[config.mk]
export PLATFORM = sky130hd
export DESIGN_NAME = recovery
export DESIGN_NICKNAME = d
export VERILOG_FILES = /design/src/rtl/recovery.sv
export SDC_FILE = /design/constraint.sdc
export NUM_CORES = 2
export LEC_CHECK = 0
export ABC_CLOCK_PERIOD_IN_PS = 122200
export BUFFER_PORTS_ARGS = -buffer_cell sky130_fd_sc_hd__buf_2
export CAP_MARGIN = 5
export CORE_ASPECT_RATIO = 1.1
export CORE_UTILIZATION = 35
export CTS_CLUSTER_DIAMETER = 50
export DETAILED_ROUTE_END_ITERATION = 10
export GPL_ROUTABILITY_DRIVEN = 0
export SYNTH_ARGS = -nofsm -noshare
export SYNTH_HDL_FRONTEND = slang
export SYNTH_SLANG_ARGS = --single-unit
[constraint.sdc]
create_clock -name clk_i -period 122.2 [get_ports clk_i]
set_input_delay 30.55 -clock clk_i [delete_from_list [all_inputs] [get_ports clk_i]]
set_output_delay 30.55 -clock clk_i [all_outputs]
set_load 0.03 [all_outputs]
[src/rtl/recovery.sv]
// Lockstep recovery controller: shadows the agreed register writes and, on a
// comparator mismatch, halts both cores and replays the shadow file into them.
//
// state  | meaning
// IDLE   | shadowing agreed writes, watching error_i
// HALT   | one-cycle pipeline drain, replay counter loaded with 1
// REPLAY | restore write of shadow[counter] to both register files
// DONE   | one-cycle done_o pulse before returning to IDLE
module recovery #(
  parameter int ADDR_WIDTH = 5,
  parameter int DATA_WIDTH = 32
) (
  input  logic                  clk_i,
  input  logic                  rst_i,
  input  logic                  chk_we_i,
  input  logic [ADDR_WIDTH-1:0] chk_addr_i,
  input  logic [DATA_WIDTH-1:0] chk_data_i,
  input  logic                  error_i,
  output logic                  halt_o,
  output logic                  rf_we_o,
  output logic [ADDR_WIDTH-1:0] rf_addr_o,
  output logic [DATA_WIDTH-1:0] rf_data_o,
  output logic                  done_o,
  output logic [7:0]            error_count_o
);

  localparam int DEPTH = 1 << ADDR_WIDTH;

  typedef enum logic [1:0] {
    IDLE   = 2'd0,
    HALT   = 2'd1,
    REPLAY = 2'd2,
    DONE   = 2'd3
  } state_t;

  state_t                  state, state_nxt;
  logic [ADDR_WIDTH-1:0]   cnt, cnt_nxt;
  logic [DATA_WIDTH-1:0]   shadow [DEPTH];
  logic [7:0]              err_cnt;
  logic                    shadow_we;
  logic                    err_start;

  // Writes that coincide with a mismatch are suspect and never reach the shadow.
  assign shadow_we = (state == IDLE) && chk_we_i && !error_i && (chk_addr_i != '0);
  assign err_start = (state == IDLE) && error_i;

  always_comb begin
    state_nxt = state;
    cnt_nxt   = cnt;
    case (state)
      IDLE: begin
        if (error_i) state_nxt = HALT;
      end
      HALT: begin
        cnt_nxt   = ADDR_WIDTH'(1);
        state_nxt = REPLAY;
      end
      REPLAY: begin
        if (cnt == {ADDR_WIDTH{1'b1}}) begin
          cnt_nxt   = '0;
          state_nxt = DONE;
        end else begin
          cnt_nxt = cnt + ADDR_WIDTH'(1);
        end
      end
      DONE: begin
        cnt_nxt   = '0;
        state_nxt = IDLE;
      end
      default: begin
        cnt_nxt   = '0;
        state_nxt = IDLE;
      end
    endcase
  end

  always_ff @(posedge clk_i or posedge rst_i) begin
    if (rst_i) begin
      state <= IDLE;
      cnt   <= '0;
    end else begin
      state <= state_nxt;
      cnt   <= cnt_nxt;
    end
  end

  always_ff @(posedge clk_i or posedge rst_i) begin
    if (rst_i) begin
      for (int i = 0; i < DEPTH; i++) shadow[i] <= '0;
    end else if (shadow_we) begin
      shadow[chk_addr_i] <= chk_data_i;
    end
  end

  always_ff @(posedge clk_i or posedge rst_i) begin
    if (rst_i) begin
      err_cnt <= '0;
    end else if (err_start && (err_cnt != 8'hFF)) begin
      err_cnt <= err_cnt + 8'd1;
    end
  end

  // Outputs depend only on registered state, counter and shadow contents.
  always_comb begin
    halt_o    = 1'b0;
    rf_we_o   = 1'b0;
    rf_addr_o = '0;
    rf_data_o = '0;
    done_o    = 1'b0;
    case (state)
      IDLE: ;
      HALT: halt_o = 1'b1;
      REPLAY: begin
        halt_o    = 1'b1;
        rf_we_o   = 1'b1;
        rf_addr_o = cnt;
        rf_data_o = (cnt == '0) ? '0 : shadow[cnt];
      end
      DONE: begin
        halt_o = 1'b1;
        done_o = 1'b1;
      end
      default: ;
    endcase
  end

  assign error_count_o = err_cnt;

endmodule
# Word-level counts from Yosys, hierarchy flattened

Cells that the tools add are included.

Output and inout bits: 48
Bits of input ports: 41
Register bits after elaboration: 1039
Word-level logic and storage cells: 79

Magnitude comparators: 3
Bitwise logic cells: 2
Eq/ne operators: 7
$add $sub $neg: 2
Reduce and logical (&&, ||, !) cells: 13
Muxes and demuxes: 17

Operator list:

| cell                                                 | count |
|---|---|
| bitwise mux 1024 bit                                 | 1 |
| binary-select mux 32 bit (select 5 bit)              | 1 |
| demux 32 bit (select 5 bit)                          | 1 |
| two-way mux 32 bit                                   | 5 |
| one-hot mux 5 bit (3 select lines)                   | 1 |
| >= comparator 6 bit (second input constant)          | 2 |
| NOT 5 -> 6 bit                                       | 2 |
| two-way mux 5 bit                                    | 2 |
| adder 8 x 1 -> 8 bit (second input constant)         | 1 |
| != test 8 bit (second input constant)                | 1 |
| one-hot mux 2 bit (4 select lines)                   | 1 |
| logical AND 1 bit                                    | 6 |
| < comparator 6 x 1 -> 1 bit (second input constant)  | 1 |
| adder 5 x 1 -> 5 bit (second input constant)         | 1 |
| equality test 5 bit (second input constant)          | 1 |
| logical NOT 5 bit                                    | 1 |
| nonzero test 5 bit                                   | 1 |
| equality test 2 bit (second input constant)          | 2 |
| two-way mux 2 bit                                    | 2 |
| != test 2 bit (second input constant)                | 2 |
| two-way mux 1 bit                                    | 3 |
| nonzero test 3 bit                                   | 1 |
| OR reduction 3 bit                                   | 1 |
| equality test 2 x 1 -> 1 bit (second input constant) | 1 |
| 3 further kinds                                      | 3 |

# Depth between registers and ports, before layout

Word-level depth: 6
Gate-level depth with buffers: 10

# Worst setup path before layout

OpenSTA, ideal clock, no wires.

Path type: flip-flop to output port
From: reg cnt[1]
To: out rf_data_o[0]
Stages on the path, launching flop included: 11
Slack: 89619 ps
Arrival: 2031 ps
Data required time: 91650 ps
Path buffers: 5
Cells stage by stage: dfrtp_1 > buf_2 > buf_2 > buf_4 > buf_2 > inv_1 > ha_1 > inv_1 > o41ai_2 > buf_2 > a221oi_2

Word-level cells in the longest chain between the ends: 6
Elaborated cells on any way between the ends: 7

RTL lines:

| element                                                | RTL line | source |
|---|---|---|
| start, declared                                        | 37       | `logic [ADDR_WIDTH-1:0] cnt, cnt_nxt;` |
| start signal, assigned                                 | 83       | `cnt <= cnt_nxt;` |
| NOT 5 -> 6 bit (not written as such)                   | 117      | `rf_data_o = (cnt == '0) ? '0 : shadow[cnt];` |
| binary-select mux 32 bit (select 5 bit)                | 117      |  |
| two-way mux 32 bit (not written as such) (2 in series) | 117      |  |
| two-way mux 32 bit *                                   | 117      |  |
| two-way mux 32 bit *                                   | 110      | `case (state)` |
| end, declared                                          | 22       | `output logic [DATA_WIDTH-1:0] rf_data_o,` |

Mark *: on every way between the ends. The rest lies on a longest branch, timed or not. The select of a mux whose other input is x is not followed.

# Worst setup path in the final report

From: reg cnt[1]
To: out rf_data_o[31]

The elaborated chain is that of the path after synthesis.

==> implementation parameters <==
Parameter                              Value

Setup path
  Bufs and invs on worst path    3
  Nature of the critical path endpoint    output port
  List of cells traversed by the critical path    buf_4, buf_4, mux2i_1, a22oi_1, a31oi_1, a221oi_2, buf_2
  Endpoint required time on the critical path    91650 ps
  Maximum fanout encountered on the critical timing path    59
  Crit path arrival time    4760 ps
  Delay-heaviest family, CP    buffers and inverters
  Cell mode on critical path    sky130_fd_sc_hd__buf_4
  Setup Crit Path Kind    reg -> out
  Critical Path Slowest Stage Cell    sky130_fd_sc_hd__buf_4
  Delay of the slowest critical-path stage    940 ps
  Startpoint type of the worst setup path    register

Routing
  Met3 wirelength from detailed routing    5780 um
  Routed wl met2    62700 um
  Number of search-and-repair iterations in the first detailed-routing pass    5
  Detail Route Antenna Nets    0
  Routed length on met1    56000 um
  Starting DRT DRC Count    1832
  Wire length per cell after detailed routing    25.6 um
  Via count of the routed design    27.4k
  Final WL    129000 um
  Uppermost layer routed    met5
  Number of remaining DRC errors    0
  Via density per instance    5.44

Die
  Die X    354 um
  Starting density of the core    0.354
  Die extent in y    390 um
  Site Rows    141
  Die area    138000 um2
  Top Ports    89
  Core Box Area    135000 um2

Clock network
  Number of buffers added by the clock tree synthesis step    113
  Worst-Skew Late Latency    730 ps
  CTS tree    done
  Post-CTS setup buffers    0
  Worst-case clock buffer depth    3
  H-tree depth    3
  Clock net sink count    1039
  Post_cts resized    0
  Root buf cell    sky130_fd_sc_hd__clkbuf_16
  Clock edge transition at the registers on the reported setup and hold paths    60 ps
  Hold bufs inserted after CTS    0

Pwr
  Comb power frac    0.207
  VDD IR-drop max    10.6 uV
  Static leakage power    25.2 nW
  Cell internal pwr    687 uW
  Clock network fraction of design power    0.358
  Overall power after layout    963 uW
  Proportion of power drawn by flip-flops and latches    0.435
  Cell Pwr Density    18.1 nW/um2
  Switching power    276 uW
  Proportion of total power due to net switching    0.286

Synthesis
  Fraction of synthesized cell area taken by the top area cell type    0.544
  Main combinational cell family by area after synthesis    multiplexers
  Flops & latches, synth    1039
  Most used DFF post-synth    sky130_fd_sc_hd__dfrtp_1
  Compound-cell area share of the yosys netlist    0.0433
  Syn Inst Count    3247
  Most used standard cell by instance count after synthesis    sky130_fd_sc_hd__dfrtp_1
  Post-synthesis simple-gate area fraction    0.0170
  Cell accounting for the most synthesized area    sky130_fd_sc_hd__dfrtp_1
  Number of flops mapped to enable cells by yosys    0
  Number of different library cells in the post-synthesis netlist    51
  Portion of the post-synthesis area used by sequential elements    0.544
  Mux contribution to synthesized area    0.355
  Cell types with the highest counts after synthesis    sky130_fd_sc_hd__dfrtp_1 (1039), sky130_fd_sc_hd__mux2_2 (938), sky130_fd_sc_hd__mux2i_1 (256)
  Net count after synthesis    3296
  Mapped Area    47800 um2
  Ys async rst share    1.00
  Post-Syn Area per Cell    14.7 um2
  Cell types occupying the most area after synthesis    sky130_fd_sc_hd__dfrtp_1 (54%), sky130_fd_sc_hd__mux2_2 (22%), sky130_fd_sc_hd__mux4_2 (6.0%)
  Adder-cell area share of the yosys netlist    0.00209
  Parity-gate share of the synthesized area counting xor and xnor cells    0.00128
  Total of warnings raised by yosys    0

STA
  Worst clock skew on the final layout    31.3 ps
  Max-slew headroom at the worst pin    0.286
  Transition time at the pin with the least slew margin    1070 ps
  Final TNS setup    0 ps
  Max-slew violations    0
  Top achievable clock speed    28.3 MHz
  Fin crit period    35310 ps
  Final setup violating endpoints    0
  Number of hold-slack violations in the final timing report    0
  Minimum hold slack    373 ps
  Fraction of the cycle the final worst path needs    0.289
  Setup repair after global routing missed its margin    no

GRT
  Vias in the first global route    29.0k
  Maximum number of pins on one net before global-route repair    187
  Number of antenna violations at the first check in global routing    10
  Overall global routing resource usage    0.188
  First-pass GRT wire length    195000 um
  Overflow left after global routing    0

Placed design
  Port Buf Inserts    88
  Final HPWL from detailed placement    73800 um
  Number of placed instances with taps included    4839

Flow run
  Count of max-cap constraint violations    0

Cells and area
  Final standard cell count with taps included and fillers excluded    5043
  Signed area change from the synthesized netlist to the final layout    11.3%
  Net count of the finished layout    3216
  Share of layout cells above drive strength 1    0.457

Worst hold path
  Worst hold path class    reg -> reg

Run status
  Status    completed
[path summary, 6_finish.rpt]
check                                          from                  endpoint  slack (ps)  cells past startpoint
min                        shadow[1020]$_DFFE_PP0P_  shadow[1020]$_DFFE_PP0P_         370                      0
max                              cnt[1]$_DFFE_PP0P_             rf_data_o[31]       86890                      7
min in group asynchronous                     rst_i   shadow[965]$_DFFE_PP0P_       30030                      2
min reg2reg                shadow[1020]$_DFFE_PP0P_  shadow[1020]$_DFFE_PP0P_         370                      0
max reg2reg                    state[0]$_DFFE_PP0P_   shadow[494]$_DFFE_PP0P_      118100                      7
max in group asynchronous                     rst_i   shadow[566]$_DFFE_PP0P_       88370                      6
[placed cells by master (no fill, tap or decap), types with 36 or more instances in the layout]
| master | instances |
|---|---|
| sky130_fd_sc_hd__dfrtp_1 | 1035 |
| sky130_fd_sc_hd__mux2_2 | 938 |
| sky130_fd_sc_hd__mux2i_1 | 256 |
| sky130_fd_sc_hd__mux4_2 | 128 |
| sky130_fd_sc_hd__clkbuf_16 | 114 |
| sky130_fd_sc_hd__buf_2 | 88 |
| sky130_fd_sc_hd__mux2_1 | 87 |
| sky130_fd_sc_hd__nand2_1 | 74 |
| sky130_fd_sc_hd__a21oi_1 | 66 |
| sky130_fd_sc_hd__buf_4 | 64 |
| sky130_fd_sc_hd__a221oi_2 | 36 |
[power by group through the flow]
stage                     clock network [mW]  registers (mW)  logic, mW
after CTS                              0.352           0.419      0.203
after global routing                   0.366           0.425      0.215
final                                  0.344           0.419      0.200
after global placement                     0           0.423      0.200
after floorplan                            0           0.419      0.160
after detailed placement                   0           0.425      0.203
[state kept, by name, indices dropped and copies added (netlist names)]
register       count
cnt                5
error_count_o      8
shadow          1024
state              2
[cell families (layout without fill, tap and decap cells)]
| group | count (synthesis) | in the layout |
|---|---|---|
| fa+ha+maj | 8 | 8 |
| xor+xnor | 7 | 7 |
| other cells | 0 | 2 |
| compound gates | 269 | 269 |
| simple gates | 156 | 156 |
| flops | 1039 | 1039 |
| buf+inv | 359 | 366 |
| mux | 1409 | 1409 |
[cell type report]
cell class / count / area, um2
well taps: 1787 / 2240
clock buffers: 161 / 3270
multi-input cells: 1849 / 20200
diodes: 2 / 5.00
inverters: 10 / 47.5
clock inverters: 41 / 483
flip-flops and latches: 1039 / 26000
repair buffers: 154 / 961
fillers: 12500 / 81700
[layer usage]
layer,global-route usage,vias up
met5,0,-
met4,0.0708,12
met3,0.0308,224
met2,0.312,557
met1,0.247,14800
li1,-,11800
[metrics by stage]
stage | cell area, um2 | worst slack, ps | utilization
after global placement | 49500 | 87480 | 0.367
after global routing | 53200 | 86670 | 0.394
after detailed placement | 49500 | 87460 | 0.367
after CTS | 53200 | 86880 | 0.394
after floorplan | 47800 | 62410 | -
final | 53200 | 86890 | 0.394
(Power assumes the default switching activity.)
